**config.mk**
```make
export PLATFORM = sky130hd
export DESIGN_NAME = crg_dout_unpack
export DESIGN_NICKNAME = d
export VERILOG_FILES = /design/src/rtl/crg_dout_unpack.sv
export SDC_FILE = /design/constraint.sdc
export NUM_CORES = 2
export LEC_CHECK = 0
export BUFFER_PORTS_ARGS = -buffer_cell sky130_fd_sc_hd__buf_4
export CORE_MARGIN = 8
export CORE_UTILIZATION = 30
export DETAILED_ROUTE_END_ITERATION = 10
export PLACE_DENSITY = 0.45
export SLEW_MARGIN = 10
export SYNTH_ARGS = -nofsm -noshare
export SYNTH_HDL_FRONTEND = slang
export SYNTH_SLANG_ARGS = --single-unit
```
**constraint.sdc**
```tcl
create_clock -name clk_i -period 251.7 [get_ports clk_i]
set_input_delay 50.34 -clock clk_i [delete_from_list [all_inputs] [get_ports clk_i]]
set_output_delay 50.34 -clock clk_i [all_outputs]
set_load 0.03 [all_outputs]
```
**src/rtl/crg_dout_unpack.sv**
```systemverilog
// crg_dout_unpack: rebuilds 784-bit {a, b, c, e, pad} words from a stream of
// 112-bit beats. Each finished word goes into a small FIFO that drives a
// valid/ready output port. Overflow and pad errors are reported with sticky
// flags, and a counter tracks how many frames were pushed.
module crg_dout_unpack #(
  parameter int PRNG_W     = 256,
  parameter int BEAT_W     = 112,
  parameter int FIFO_DEPTH = 2
) (
  input  logic              clk_i,
  input  logic              rst_i,
  input  logic              beat_vld_i,
  input  logic [BEAT_W-1:0] beat_i,
  input  logic              resync_i,
  output logic              vld_o,
  input  logic              rdy_i,
  output logic [PRNG_W-1:0] a_o,
  output logic [PRNG_W-1:0] b_o,
  output logic [PRNG_W-1:0] c_o,
  output logic [7:0]        e_o,
  output logic              ovf_o,
  output logic              pad_err_o,
  output logic [15:0]       frame_cnt_o
);

  localparam int WORD_W  = 3 * PRNG_W + 16;     // {a, b, c, e, 8'h00}
  localparam int ENTRY_W = 3 * PRNG_W + 8;      // {a, b, c, e}; pad is dropped
  localparam int NBEATS  = WORD_W / BEAT_W;
  localparam int IDX_W   = $clog2(NBEATS);
  localparam int AW      = $clog2(FIFO_DEPTH);

  localparam logic [IDX_W-1:0] LAST_IDX = IDX_W'(NBEATS - 1);

  logic [IDX_W-1:0]   idx_q, idx_d;
  logic [WORD_W-1:0]  asm_q, asm_d;
  logic [ENTRY_W-1:0] mem_q [FIFO_DEPTH];
  logic [AW:0]        wr_ptr_q, wr_ptr_d;
  logic [AW:0]        rd_ptr_q, rd_ptr_d;
  logic               ovf_q, ovf_d;
  logic               pad_err_q, pad_err_d;
  logic [15:0]        frame_cnt_q, frame_cnt_d;

  logic               accept;
  logic               frame_done;
  logic               empty;
  logic               full;
  logic               pop;
  logic               push;
  logic               drop;
  logic [ENTRY_W-1:0] head;

  // A resync discards the beat presented in the same cycle.
  assign accept     = beat_vld_i && !resync_i;
  assign frame_done = accept && (idx_q == LAST_IDX);

  // The pointers carry one extra wrap bit. When the index bits match, this bit
  // tells a full FIFO apart from an empty one.
  assign empty = (wr_ptr_q == rd_ptr_q);
  assign full  = (wr_ptr_q[AW] != rd_ptr_q[AW]) &&
                 (wr_ptr_q[AW-1:0] == rd_ptr_q[AW-1:0]);
  assign pop   = !empty && rdy_i;

  // If a pop happens in the same cycle, it frees a slot, so a full FIFO can
  // still accept the new frame.
  assign push  = frame_done && (!full || pop);
  assign drop  = frame_done && full && !pop;

  // Overlay the incoming beat onto its slot of the assembly word.
  always_comb begin
    // NOTE: give every combinational output a default first, so that no path
    // leaves it unassigned and infers a latch.
    asm_d = asm_q;
    for (int k = 0; k < NBEATS; k++) begin
      if (accept && (idx_q == IDX_W'(k))) begin
        asm_d[k*BEAT_W +: BEAT_W] = beat_i;
      end
    end
  end

  // Next state for the beat index, FIFO pointers, sticky flags and frame count.
  always_comb begin
    idx_d       = idx_q;
    wr_ptr_d    = wr_ptr_q + (AW+1)'(push);
    rd_ptr_d    = rd_ptr_q + (AW+1)'(pop);
    ovf_d       = ovf_q | drop;
    pad_err_d   = pad_err_q | (accept && (idx_q == '0) && (beat_i[7:0] != 8'h00));
    frame_cnt_d = frame_cnt_q + 16'(push);
    if (resync_i) begin
      idx_d = '0;
    end else if (beat_vld_i) begin
      idx_d = (idx_q == LAST_IDX) ? '0 : idx_q + 1'b1;
    end
  end

  // Control state register with synchronous reset; reset overrides all inputs.
  always_ff @(posedge clk_i) begin
    // NOTE: sequential state uses non-blocking assignments only. This keeps
    // register-to-register updates free of simulation race conditions.
    if (rst_i) begin
      idx_q       <= '0;
      wr_ptr_q    <= '0;
      rd_ptr_q    <= '0;
      ovf_q       <= 1'b0;
      pad_err_q   <= 1'b0;
      frame_cnt_q <= '0;
    end else begin
      idx_q       <= idx_d;
      wr_ptr_q    <= wr_ptr_d;
      rd_ptr_q    <= rd_ptr_d;
      ovf_q       <= ovf_d;
      pad_err_q   <= pad_err_d;
      frame_cnt_q <= frame_cnt_d;
    end
  end

  // Datapath storage: the assembly word and the FIFO entries.
  always_ff @(posedge clk_i) begin
    // NOTE: the data arrays have no reset. Their content is meaningless until
    // it is written, and the reset pointers already mark the FIFO empty.
    asm_q <= asm_d;
    if (push && !rst_i) begin
      mem_q[wr_ptr_q[AW-1:0]] <= asm_d[WORD_W-1 -: ENTRY_W];
    end
  end

  assign head        = mem_q[rd_ptr_q[AW-1:0]];
  assign vld_o       = !empty;
  assign a_o         = head[ENTRY_W-1 -: PRNG_W];
  assign b_o         = head[ENTRY_W-PRNG_W-1 -: PRNG_W];
  assign c_o         = head[ENTRY_W-2*PRNG_W-1 -: PRNG_W];
  assign e_o         = head[7:0];
  assign ovf_o       = ovf_q;
  assign pad_err_o   = pad_err_q;
  assign frame_cnt_o = frame_cnt_q;

endmodule

```
==> metrics.md <==
| Metric | Value |
|---|---|
| Area leader, netlist | `edfxtp_1` |
| Share of post-route cells with drive strength above 1 | `51.8%` |
| Sequential share of the synthesized area | `76.2%` |
| HPWL after DPL | `148000 um` |
| Pwr/cell area | `8.13 mW/mm^2` |
| CTS H-tree lvls | `5` |
| Max-slew violations | `0` |
| Ports | `912` |
| Hold buffer count at cts | `0` |
| Sequential share of power | `51.4%` |
| Pre-antenna DRT Iters | `4` |
| Synthesized instance count | `4200` |
| Cell Int Power | `661 uW` |
| F_max | `17.6 MHz` |
| Worst-Skew Late Latency | `820 ps` |
| Net Sw Frac | `20.1%` |
| Final min period | `56920 ps` |
| CTS tree | `done` |
| Post-route setup TNS | `0 ps` |
| Number of flops mapped to enable cells by yosys | `1552` |
| Syn Area/Cell | `19.6 sq um` |
| # nets final | `5373` |
| Number of remaining DRC errors | `0` |
| TritonCTS Sinks | `2353` |
| GR Overflow Total | `0` |
| Die X | `540 um` |
| NetSw | `166 uW` |
| Setup violations, final | `0` |
| Antenna violations before repair | `13` |
| Vias per inst | `4.44` |
| Port bufs | `911` |
| Clock Path Buffers | `4` |
| Die area | `0.291 sq mm` |
| Multi-input gate area | `0.0186 sq mm` |
| Status | `completed` |
| Fin Hold WS | `454 ps` |
| Kind of critical path | `input pin to flop` |
| Synth area leaders | `edfxtp_1 (57%), dfxtp_1 (20%), mux2_2 (19%), mux2_4 (1.5%), mux2_1 (1.3%)` |
| Drt total wl | `230000 um` |
| Crit end category | `flop` |
| Mapped Nets | `4322` |
| GRT Total Usage | `15.2%` |
| # Max-Cap Violations | `0` |
| Clk pin slew, worst setup/hold paths | `60 ps` |
| Initial core utilization | `30.1%` |
| Die H | `540 um` |
| RSZ-0062 raised after global routing | `false` |
| GP Congestion | `0.765` |
| Finished Cell Area | `0.102 sq mm` |
| Root Driver | `clkbuf_16` |
| Core area | `0.273 sq mm` |
| Clk_skew | `49.4 ps` |
| Final hold vios | `0` |
| Worst Hold Class | `flop to flop` |
| Register area | `0.0626 sq mm` |
| Area growth, synth to finish | `23.8%` |
| Synth Warn # | `0` |
| WP data required | `252110 ps` |
| Detailed-route wire length per cell | `25.4 um` |
| First-pass GRT wire length | `324000 um` |
| Ys async rst share | `0%` |
| Via count | `40300` |
| Area fraction of the dominant cell type after synthesis | `56.7%` |
| Cell Area, Synth | `0.0822 sq mm` |
| Dpl cell area | `0.0930 sq mm` |
| Setup WS pre-CTS | `193660 ps` |
| Worst slew pin tran | `1220 ps` |
| Number of global-route vias before repair | `41900` |
| CTS Buf Count | `268` |
| Crit path max fanout | `82` |
| Cell Rows | `192` |
| Yosys reg bits | `2353` |
| Iteration-0 DRC Markers | `2054` |
| Final-layout fill cell count | `25400` |
| CP arrival | `57330 ps` |
| Synth cell types | `41` |
| Logic pwr share | `2.4%` |
| Max IR drop VDD | `0.00000462 V` |
| Leakage power | `35.2 nW` |
| Clk pwr share | `46.2%` |
| Setup ws final | `194780 ps` |
| Post-CTS Resized | `0` |
| Post-CTS Setup Inserts | `0` |
| Post-DRT Antenna Nets | `0` |
| Top_reg_cell synth | `edfxtp_1` |
| Period utilization | `22.6%` |
| Largest net degree at the start of global routing | `155` |
| Worst setup SP type | `input pin` |
| Rel. slew slack | `18.8%` |
-- cell type report --
type                            count  area share [%]
Clock buffer                      363            7.38
Multi-Input combinational cell   1663            18.3
Antenna cell                        6          0.0148
Inverter                            5          0.0184
Tap cell                         3589            4.41
Sequential cell                  2353            61.6
Clock inverter                    119            1.16
Timing Repair Buffer              960            7.20
-- layout by cell type (no fill, tap or decap), types with 5 or more instances in the layout --
cell type	instances
a21oi_1	8
buf_12	9
buf_4	950
bufinv_16	18
clkbuf_1	56
clkbuf_16	273
clkbuf_8	34
clkinv_1	28
clkinv_2	49
dfxtp_1	800
diode_2	6
edfxtp_1	1552
ha_1	5
inv_1	5
inv_6	13
mux2_1	95
mux2_2	1382
mux2_4	80
nand2_1	6
nand4_1	7
nor2_1	13
nor2b_1	10
nor4_1	5
or4_1	6
-- flip-flops by register name (all words and copies together) (netlist names) --
name / cells
wr_ptr_q: 2
asm_q: 776
pad_err_o: 1
frame_cnt_o: 16
mem_q: 1552
rd_ptr_q: 2
ovf_o: 1
idx_q: 3
-- cell families after synthesis --
family / synth area share [%]
compound gates: 0.151
buf+inv: 1.29
fa+ha+maj: 0.0761
simple gates: 0.522
xor+xnor: 0.0852
mux: 21.7
flops: 76.2
-- cells in the mapped netlist (all sizes together) (5+ instances only) --
cell type and instances:
nand3 5, inv 5, nand2 8, buf 146, dfxtp 801, edfxtp 1552, a21oi 8, clkbuf 33
nor2 13, nor4 6, mux2 1557, or4 6, nor2b 10, ha 5, nand4 7
-- through the flow --
stage,power (mW),util [%],std cells
finish,0.827,37.3,9058
global route,0.857,37.3,9057
CTS,0.840,37.2,9052
detailed placement,0.454,34.1,8570
global placement,0.452,34.1,8570
floorplan,0.445,-,4200
-- worst max-delay path, stage by stage --
cell and delay, ps:
buf_4 140, nor2_1 250, nand4_1 200, buf_12 300
nor4b_4 310, buf_4 680, buf_4 830, buf_4 780
buf_4 710, buf_4 830, buf_4 770, buf_4 860
-- worst paths after layout --
path,to,start,slack (ps),cells after the start
worst min-delay path,pad_err_o,pad_err_o,450,2
worst min register to register,pad_err_o,pad_err_o,450,2
worst max register to register,mem_q[1][556],rd_ptr_q[0],243310,11
worst max-delay path,mem_q[1][556],resync_i,194780,12
-- metal layers --
layer	up-vias	GRT usage (%)	routed length, um
met3	335	3.54	11000
met2	870	26.9	117000
met4	6	4.34	6690
li1	18100	-	-
met1	20900	18.5	95900
met5	-	0	41
-- power by group through the flow --
stage | sequential, mW | clock (mW) | combinational [mW]
after floorplan | 0.433 | 0 | 0.0122
after global placement | 0.433 | 0 | 0.0188
after detailed placement | 0.434 | 0 | 0.0200
after CTS | 0.425 | 0.395 | 0.0200
after global routing | 0.426 | 0.409 | 0.0217
final | 0.425 | 0.382 | 0.0195
Power figures use the tool's default switching activity.
